`src/rtl/sysid_checker_pkg.sv`:
```
// Shared types and constants for the system-ID boot checker.
package sysid_checker_pkg;

    localparam int unsigned DATA_W     = 32;
    localparam int unsigned WAIT_CNT_W = 16;

    localparam logic SYSID_ADDR_ID = 1'b0;
    localparam logic SYSID_ADDR_TS = 1'b1;

    localparam logic [DATA_W-1:0] DEFAULT_EXPECTED_ID        = 32'd0;
    localparam logic [DATA_W-1:0] DEFAULT_EXPECTED_TIMESTAMP = 32'd1487187390;
    localparam int unsigned       DEFAULT_TIMEOUT_CYCLES     = 255;

    typedef enum logic [1:0] {
        IDLE   = 2'd0,
        RD_ID  = 2'd1,
        RD_TS  = 2'd2,
        FINISH = 2'd3
    } state_e;

    typedef struct packed {
        logic id_ok;
        logic ts_ok;
        logic sysid_ok;
        logic timeout;
    } status_t;

endpackage

```
`src/rtl/sysid_wait_timer.sv`:
```
// Saturating stall counter; last_c flags the stall that reaches TIMEOUT_CYCLES.
module sysid_wait_timer
    import sysid_checker_pkg::*;
#(
    parameter int unsigned TIMEOUT_CYCLES = DEFAULT_TIMEOUT_CYCLES
) (
    input  logic clock,
    input  logic reset_n,
    input  logic clear,
    input  logic enable,
    output logic last_c
);

    localparam logic [WAIT_CNT_W-1:0] TC_VALUE = WAIT_CNT_W'(TIMEOUT_CYCLES - 1);

    logic [WAIT_CNT_W-1:0] count;

    always_ff @(posedge clock or negedge reset_n) begin
        if (!reset_n) begin
            count <= '0;
        end else if (clear) begin
            count <= '0;
        end else if (enable && (count != '1)) begin
            count <= count + WAIT_CNT_W'(1);
        end
    end

    // count holds the stalls already seen, so this stall is number count+1
    assign last_c = enable && (count >= TC_VALUE);

endmodule

```
`config.mk`:
```
export PLATFORM = sky130hd
export DESIGN_NAME = sysid_wait_timer
export DESIGN_NICKNAME = d
export VERILOG_FILES = /design/src/rtl/sysid_checker_pkg.sv /design/src/rtl/sysid_wait_timer.sv
export SDC_FILE = /design/constraint.sdc
export NUM_CORES = 1
export LEC_CHECK = 0
export CAP_MARGIN = 20
export CORE_AREA = 2 2 52 54
export DETAILED_ROUTE_END_ITERATION = 7
export DIE_AREA = 0 0 54 56
export DONT_BUFFER_PORTS = 1
export PLACE_DENSITY_LB_ADDON = 0.08
export SLEW_MARGIN = 25
export SYNTH_ARGS = -nofsm -noshare
export SYNTH_HDL_FRONTEND = slang
export SYNTH_SLANG_ARGS = --single-unit
```
`constraint.sdc`:
```
create_clock -name clock -period 2.18 [get_ports clock]
set_clock_uncertainty 0.2 [all_clocks]
set_input_delay 0.218 -clock clock [delete_from_list [all_inputs] [get_ports clock]]
set_output_delay 0.218 -clock clock [all_outputs]
set_load 0.05 [all_outputs]
```
* Yosys cells after proc, flatten, opt, wreduce, memory -nomap -nowiden
Index checks and enable logic that the tools add are counted.
** Word-level totals
- Register bits after elaboration :: 16
- Bits of input ports :: 4
- Logic and storage cells :: 9
** Cells by class
- Add/sub/neg operators :: 1
- $lt $le $gt $ge :: 1
- Equal/unequal tests :: 1
- Multiplexer cells :: 2
- Reduce and logical (&&, ||, !) cells :: 3
** Operators with widths (count)
- $mux W16 :: 2
- $add A16 B1 Y16 const B :: 1
- $ge A16 B8 Y1 const B :: 1
- $ne A16 B16 Y1 const B :: 1
- $logic_and A1 B1 Y1 :: 2
- $reduce_bool A2 Y1 :: 1

* Logic depth before layout (Yosys ltp)
Gate-level depths: netlist of the first run.
- Word-level depth :: 4
- Depth in mapped cells :: 6
- Gate-level depth less buffers :: 5

* Worst setup path before layout of the first run
Ideal clock, no wire load.
- Path type :: reg2out
- Start :: register count[4]
- End :: output last_c
- Arrival time :: 1.623 ns
- Required time :: 1.762 ns
- Slack :: 0.139 ns
- Cell stages (with the launch flop) :: 4
- Cells stage by stage :: dfrtp_1 > and4_1 > o2111ai_1 > a31oi_1
** On the way
- Cells in the longest elaborated chain, start to end :: 2
** RTL lines
- from (decl) :: RTL line sysid_wait_timer.sv:16 : logic [WAIT_CNT_W-1:0] count;
- from (signal assigned) :: RTL line sysid_wait_timer.sv:24 : count <= count + WAIT_CNT_W'(1);
- $ge A16 B8 Y1 :: RTL line sysid_wait_timer.sv:29 : assign last_c = enable && (count >= TC_VALUE);
- $logic_and A1 B1 Y1 :: RTL line sysid_wait_timer.sv:29
- to (decl) :: RTL line sysid_wait_timer.sv:11 : output logic last_c
No other way between the ends.

* Final worst setup path of the first run
- Start :: register count[0]
- End :: register count[14]
** On the way
- Cells in the longest elaborated chain, start to end :: 3
- Elaborated cells between the ends (all ways) :: 6
- Those cells by class :: 1 x add/sub; 1 x eq/ne; 2 x mux; 2 x reduce/logical
** RTL lines
- $add A16 B1 Y16 or $ne A16 B16 Y1 (tied branches) :: RTL line sysid_wait_timer.sv:24, sysid_wait_timer.sv:23
- $mux W16 or $logic_and A1 B1 Y1 (tied branches) :: RTL line sysid_wait_timer.sv:23 : end else if (enable && (count != '1)) begin
- $mux W16 or $reduce_bool A2 Y1 (tied branches)
Several ways; a longest one is shown, not always the timed one. The select of a mux whose other input is x is not followed.
A chain may end at the register's enable or synchronous reset.

==> results.yml, run 1 <==
outcome:
  status: "complete, no violations"
grt:
  grt_max_degree: 18
  use_met2_pct: 23.3
  grt_first_pass_wirelength_um: 3800
  grt_util_met3_pct: 2.69
  grt-ovfl-total: 0
  grt_pass1_vias: 823
  grt_usage_pct: 16.6
  antenna_found_initial: 0
  grt_busiest_layer: "met1"
  grt_use_met1_pct: 25.2
setup_path:
  path_buf_inv: 0
  required_ps: 2180
  endpoint_kind: "flop"
  reg2reg_from: "count[0]"
  worstSetupPathDepth: 5
  critical_path_class: "flop to flop"
  cp_max_fo: 6
  slowest_stage: "or4b_2"
  start_kind: "flop"
  rrSetupSlack_ps: 90
  reg2regPathDepth: 5
  crit_arrival_ps: 2090
  critPathMaxStageDelay_ps: 590
  cpLargestDelayFamily: "simple AND/OR/NAND/NOR gates"
  worstPathCellList: "ha_2 -> nand4_1 -> nor2_1 -> or4b_2 -> a21oi_1"
  r2r-end: "count[14]"
min_path:
  min_to: "count[3]"
  hp-start: "enable"
  hp-class: "input port to flop"
  min_path_cells: 3
synth:
  synth_flop_cell: "dfrtp_1"
  synth_top_area_share_pct: 41.9
  syn-num-nets: 107
  netlist_area_sq_um: 955
  seq_area_frac_synth_pct: 41.9
  yosysWarningCount: 0
  synth_area_leaders: "dfrtp_1 42%, and4_1 3.7%, nor2_1 3.5%"
  syn_inst: 101
  synth_edf_count: 0
  yosys-top-cells-count: "16 x dfrtp_1, 9 x nor2_1, 7 x nand2_1"
  synth_seq_cells: 16
  yosysMostFrequentCell: "dfrtp_1"
  async_flop_share_pct: 100
  yosys.area.top_type: "dfrtp_1"
  ys_types: 36
  syn_area_per_cell_sq_um: 9.45
floorplanning:
  die_h_um: 56
  start_util_pct: 39.2
  die_w_um: 54
  row_count: 18
  pin_count: 5
  die-area_sq_mm: 0.00302
  core_sq_mm: 0.00243
clocking:
  cts_tree: "built"
  htree_levels: 1
  clk_pin_slew_worst_paths_ps: 100
  clock_sinks: 16
  cts_buffers: 3
  cts_buffer_depth: 2
  clock_latency_ps: 280
  ctsRootBufferMaster: "clkbuf_4"
cells_and_area:
  utilization_pct: 44.7
  regMostFlops: "count"
  nets: 118
  fin_cells: 140
  area_delta_synth_final_pct: 13.9
  largest_register_ffs: 16
  largestRegisters: "count (16)"
  n_antenna_cell: 0
  drive_gt1_share_pct: 16.4
sta:
  period_needed_ps: 2090
  setup_viol: 0
  relSlewSlack_pct: 48.5
  timing.hold.ws_ps: 142
  fmax_ghz: 0.479
  tightest_slew_ps: 769
  slew_violations: 0
  post-route-period-util_pct: 95.7
  hold_viol: 0
route:
  vias: 848
  dr.pass1.iters: 4
  route.detailed.drc: 0
  wl_um: 2240
  vias_per_cell: 6.06
  drtIter0Drc: 28
  wl_per_cell_um: 16.0
  postRouteAntennaNets: 0
job:
  cap_viol_max_count: 0
placed_design:
  gp_congestion: 0.789
  dp.cells: 132
  portBuffers: 0
  hpwl_um: 1530
pwr:
  worst_ir_drop_vdd_mv: 0.324
  p_per_area_mw_per_mm2: 453
  p_leak_nw: 0.423
[metrics by stage]
step | TNS [ps] | instance area (sq um) | power, W | setup WS, ps
finish | 0 | 1090 | 0.000492 | 92.7
global route | -22.4 | 1090 | 0.000520 | -22.4
CTS | 0 | 1070 | 0.000502 | 58.7
floorplan | 0 | 955 | 0.000325 | 139
global placement | 0 | 1010 | 0.000324 | 109
detailed placement | 0 | 1010 | 0.000324 | 97.8
[tightest hold or removal path, stage by stage]
cell	delay [ps]
and4_1	220
nor2_1	100
a211oi_1	50
[kinds of logic after synthesis]
| group | Yosys count | share of synthesized area (%) |
|---|---|---|
| adders and majority gates | 2 | 2.62 |
| DFF | 16 | 41.9 |
| xor gates and xnor gates | 3 | 2.75 |
| AOI/OAI and AO/OA | 25 | 18.6 |
| buffers and inverters | 8 | 3.54 |
| muxes | 1 | 1.18 |
| and+or+nand+nor | 46 | 29.4 |
[per-layer routing]
layer  wire [um]  part of all wire [%]
met1        1170                    52
met2         999                    45
met5           0                     0
met4          15                  0.67
met3          62                   2.8
[cell usage in the layout (no fill, tap or decap), drive strengths merged, types with 4 or more instances in the layout]
master,Yosys,final
nand2,7,7
dfrtp,16,16
nor2,9,9
nand4,7,7
buf,4,8
and4,5,5
nor4,4,4
a21oi,5,5
[worst max path at each step]
stage | startpoint | to | slack, ps
floorplan | count[4] | last_c | 140
global placement | count[0] | count[12] | 110
detailed placement | count[0] | count[14] | 100
CTS | count[0] | count[14] | 60
global route | count[0] | count[14] | -20
finish | count[0] | count[14] | 90
[report_power, final]
group          total [W]  internal (W)  switching, W
Clock           0.000157     0.0000641     0.0000932
Sequential      0.000303      0.000300    0.00000268
Combinational  0.0000325     0.0000110     0.0000215
Total           0.000492      0.000375      0.000117
[layout make-up]
type,count,area [sq um]
fillers,249,1350
multi-input cells,77,526
flip-flops and latches,16,400
repair buffers,11,90.1
well taps,30,37.5
clock buffers,3,22.5
inverters,3,11.3
[what timing repair did]
item	4_1_cts	5_1_grt
endpoints found under the setup margin	0	5
endpoints found under the hold margin	32	0
setup buffers	0	2
hold buffers	3	0
gates resized for setup	0	3
Power figures use the tool's default switching activity.
==> run 2, diff against run 1 <==
- CELL_PAD_IN_SITES_DETAIL_PLACEMENT: not set -> 0
- CELL_PAD_IN_SITES_GLOBAL_PLACEMENT: not set -> 1
- GPL_ROUTABILITY_DRIVEN: not set -> 0
==> run 2 against run 1 <==
First-iteration DRC count decreased by 32%. Via count increased by 0.24%. Worst setup slack improved by 22 ps. Total power increased by 1.9%. Clock-buffer cell count unchanged. Sequential cell count unchanged. Die area unchanged. Clock power increased by 6%. Largest cell class unchanged.
==> results.yml, run 2 (synthesis results as in run 1) <==
sta:
  post-route-period-util_pct: 94.7
  grt_setup_unrepaired: "false"
  hold_viol: 0
  period_needed_ps: 2070
  fmax_ghz: 0.484
  setup_tns_ps: 0
  setup_viol: 0
  tightest_slew_ps: 769
  slew_violations: 0
  relSlewSlack_pct: 48.6
pwr:
  p_leak_nw: 0.417
  p_per_area_mw_per_mm2: 463
  worst_ir_drop_vdd_mv: 0.328
  total_power_w: 0.000502
setup_path:
  rrSetupSlack_ps: 110
  reg2regPathDepth: 5
  cpLargestDelayFamily: "simple AND/OR/NAND/NOR gates"
  endpoint_kind: "flop"
  slowest_stage: "or4b_2"
  crit_arrival_ps: 2080
  path_buf_inv: 0
  required_ps: 2190
  critical_path_class: "flop to flop"
  worstPathCellList: "ha_2 -> nand4_1 -> nor2_1 -> or4b_2 -> a21oi_1"
  cp_max_fo: 6
  reg2reg_from: "count[0]"
  critPathMaxStageDelay_ps: 590
  start_kind: "flop"
  r2r-end: "count[14]"
clocking:
  cts_tree: "built"
  clk_pin_slew_worst_paths_ps: 100
  cts_buffers: 3
  ctsRootBufferMaster: "clkbuf_4"
  clock_latency_ps: 290
  cts_buffer_depth: 2
  clock_sinks: 16
  htree_levels: 1
floorplanning:
  die-area_sq_mm: 0.00302
  pin_count: 5
  die_h_um: 56
  row_count: 18
  core_sq_mm: 0.00243
  die_w_um: 54
  start_util_pct: 39.2
cells_and_area:
  stdcell_area_sq_mm: 0.00108
  nets: 117
  regMostFlops: "count"
  fin_cells: 139
  area_delta_synth_final_pct: 13.4
  n_antenna_cell: 0
  largest_register_ffs: 16
  layout_common_cells: "15 x dfrtp_1, 9 x nor2_1, 7 x nand2_1, 7 x buf_4"
  layout_commonest_cell: "dfrtp_1"
  fillerInstances: 247
  drive_gt1_share_pct: 17.4
  utilization_pct: 44.5
  largestRegisters: "count (16)"
route:
  drt-met1-wl_um: 1170
  vias: 850
  routed-wl-met3_um: 70
  wl_um: 2400
  route.detailed.drc: 0
  postRouteAntennaNets: 0
  drtIter0Drc: 19
  wl_per_cell_um: 17.2
  top_layer_used: "met4"
  vias_per_cell: 6.12
  dr.pass1.iters: 4
  dr_wl_met2_um: 1110
min_path:
  min_path_cells: 3
  hp-class: "input port to flop"
  hp-start: "enable"
  min_to: "count[3]"
grt:
  grt_usage_pct: 18.6
  grt_first_pass_wirelength_um: 4220
  antenna_found_initial: 0
  grt-ovfl-total: 0
  grt_max_degree: 18
  grt_pass1_vias: 898
placed_design:
  portBuffers: 0
  hpwl_um: 1630
  dp.cells: 133
  post_dp_cell_area_sq_mm: 0.00102
job:
  cap_viol_max_count: 0
outcome:
  status: "complete, no violations"
[run 2: cell types whose count changed in the layout (fill, tap and decap cells not counted)]
cell     before  now
dfrtp_1      16   15
and4_1        4    3
and4_2        0    1
dfrtp_2       0    1
buf_4         8    7
[run 2: worst min-delay path: stages]
cell and delay [ps]:
and4_1 210, nor2_1 90, a211oi_1 60
[run 2: repair_timing]
| action | in CTS | in global routing |
|---|---|---|
| hold buffers | 3 | 0 |
| endpoints found under the setup margin | 0 | 6 |
| buffers inserted | 0 | 0 |
| resized for setup | 0 | 5 |
| hold endpoints to repair | 32 | 0 |
[run 2: layer usage]
layer  global-route usage [%]  vias up
li1                         -      422
met1                     26.2      404
met2                     26.5       16
met5                        0        -
met3                     3.23        8
met4                     9.64        0
[run 2: final cells by class]
cell class                 instances  area [sq um]  area share (%)
clock buffer                       3          22.5            2.08
inverter                           3          11.3            1.04
multi-input combinational         77           527            48.7
sequential                        16           402            37.1
tap                               30          37.5            3.47
timing repair buffer              10          82.6            7.63
[run 2: where the power goes]
group	total, W	switching [W]	internal (W)
logic	0.0000321	0.0000211	0.0000109
registers	0.000303	0.00000287	0.000300
clock network	0.000167	0.000102	0.0000643
[run 2: how the worst max path moves through the flow]
stage	from	endpoint	depth (start not counted)
after detailed placement	count[0]	count[2]	6
after floorplan	count[4]	last_c	3
after global routing	count[5]	last_c	4
final	count[0]	count[14]	5
after global placement	count[0]	count[0]	6
after CTS	count[4]	last_c	4
[run 2: per-stage QoR]
stage,setup slack [ps],hold slack [ps]
final,115,122
after detailed placement,140,-277
after floorplan,139,-278
after global placement,171,-277
after CTS,87.2,117
after global routing,29.6,135
==> run 3, diff against run 2 <==
- CORE_AREA: 2 2 52 54 -> 2 2 62 46
- DIE_AREA: 0 0 54 56 -> 0 0 64 48
==> run 3 against run 2 <==
Global-route usage down 1.9 points. Critical path depth down 1. Sequential power about the same. Non-clock buffer count up 1. First-iteration DRC count up 89%. Die area up 1.6%. Worst setup slack worse by 4.9 ps. Largest cell class unchanged. Highest routed layer unchanged.
==> results.yml, run 3 (synthesis results as in run 1) <==
outcome:
  status: "complete, no violations"
pwr:
  worst_ir_drop_vdd_mv: 0.354
  p_per_area_mw_per_mm2: 484
  p_leak_nw: 0.428
clocking:
  ctsRootBufferMaster: "clkbuf_4"
  clk_pin_slew_worst_paths_ps: 100
  cts_buffers: 3
  clock_latency_ps: 290
  clock_sinks: 16
  cts_tree: "built"
  cts_buffer_depth: 2
  htree_levels: 1
placed_design:
  portBuffers: 0
  hpwl_um: 1600
setup_path:
  worstPathCellList: "and4_1 -> o2111ai_1 -> a31oi_1 -> buf_4"
  path_buf_inv: 1
  required_ps: 1760
  critical_path_class: "flop to primary output"
  slowest_stage: "dfrtp_1"
  start_kind: "flop"
  cpLargestDelayFamily: "flip-flops"
  cp_max_fo: 6
  crit_arrival_ps: 1650
  critPathMaxStageDelay_ps: 460
  endpoint_kind: "primary output"
grt:
  grt_usage_pct: 16.6
  grt_util_met3_pct: 4.94
  use_met2_pct: 24.4
  grt_first_pass_wirelength_um: 3790
  antenna_found_initial: 0
  grt_pass1_vias: 771
  grt-ovfl-total: 0
  grt_busiest_layer: "met2"
  grt_use_met1_pct: 23.1
  grt_max_degree: 18
sta:
  slew_violations: 0
  relSlewSlack_pct: 49.5
  period_needed_ps: 2070
  setup_tns_ps: 0
  fmax_ghz: 0.483
  hold_viol: 0
  tightest_slew_ps: 755
  post-route-period-util_pct: 95.0
  setup_viol: 0
  grt_setup_unrepaired: "false"
  timing.hold.ws_ps: 118
route:
  drtIter0Drc: 36
  vias: 874
  vias_per_cell: 6.03
  wl_um: 2270
  postRouteAntennaNets: 0
  wl_per_cell_um: 15.7
  route.detailed.drc: 0
  dr.pass1.iters: 4
floorplanning:
  core_sq_mm: 0.00242
  row_count: 15
  start_util_pct: 39.4
  die_h_um: 48
  pin_count: 5
  die_w_um: 64
  die-area_sq_mm: 0.00307
cells_and_area:
  layout_commonest_cell: "dfrtp_1"
  regArea_sq_um: 402
  drive_gt1_share_pct: 18.0
  largest_register_ffs: 16
  area_delta_synth_final_pct: 15.9
  largestRegisters: "count (16)"
  multi_input_area_sq_um: 524
  regMostFlops: "count"
  fillerInstances: 219
  layout_common_cells: "15 x dfrtp_1, 9 x nor2_1, 8 x buf_4"
  nets: 118
  n_antenna_cell: 0
job:
  cap_viol_max_count: 0
min_path:
  hp-class: "input port to flop"
run 3: cell count changes in the layout (fill, tap and decap cells not counted), sizes merged:
cell	before	now
buf	7	8
clkbuf	3	4
run 3: area by class of cell:
cell class | count | share of cell area, %
well taps | 34 | 3.85
inverters | 3 | 1.02
clock buffers | 4 | 3.28
multi-input cells | 77 | 47.4
repair buffers | 11 | 8.14
flip-flops and latches | 16 | 36.3
run 3: worst min-delay path, stage by stage:
cell and delay, ps:
and4_1 220, nor2_1 90, a211oi_1 50
run 3: report_power, final:
group	internal [W]	leakage (nW)	switching, W	total [W]
Sequential	0.000300	0.220	0.00000273	0.000303
Combinational	0.0000109	0.187	0.0000210	0.0000319
Clock	0.000102	0.0210	0.0000992	0.000201
Total	0.000413	0.428	0.000123	0.000536
run 3: per-layer routing:
layer  wire, um  share of wire [%]
met1       1200                 53
met2        977                 43
met3         87                3.8
met4         10               0.44
met5          0                  0
run 3: metrics by stage:
stage | util, % | power, W | area [sq um] | worst slack [ps] | std cells
2_1_floorplan | - | 0.000325 | 955 | 139 | 101
3_3_place_gp | 42.4 | 0.000324 | 1030 | 157 | 137
3_5_place_dp | 42.4 | 0.000324 | 1030 | 133 | 137
4_1_cts | 45.2 | 0.000547 | 1090 | 74.4 | 144
5_1_grt | 45.7 | 0.000566 | 1110 | 23.9 | 145
6_report | 45.7 | 0.000536 | 1110 | 110 | 145
run 3: worst paths after layout:
kind	startpoint	end	slack [ps]	cells past startpoint
max reg2reg	count[0]	count[14]	150	5
max in group asynchronous	reset_n	count[4]	1040	1
min in group asynchronous	reset_n	count[8]	220	1
min	enable	count[3]	120	3
max	count[6]	last_c	110	4
min reg2reg	count[7]	count[7]	340	1
run 3: repair_timing:
action                                  CTS  global route
endpoints found under the setup margin    0             4
resized for setup                         0             3
endpoints found under the hold margin    32             0
hold buffers                              3             0
setup buffers                             0             1
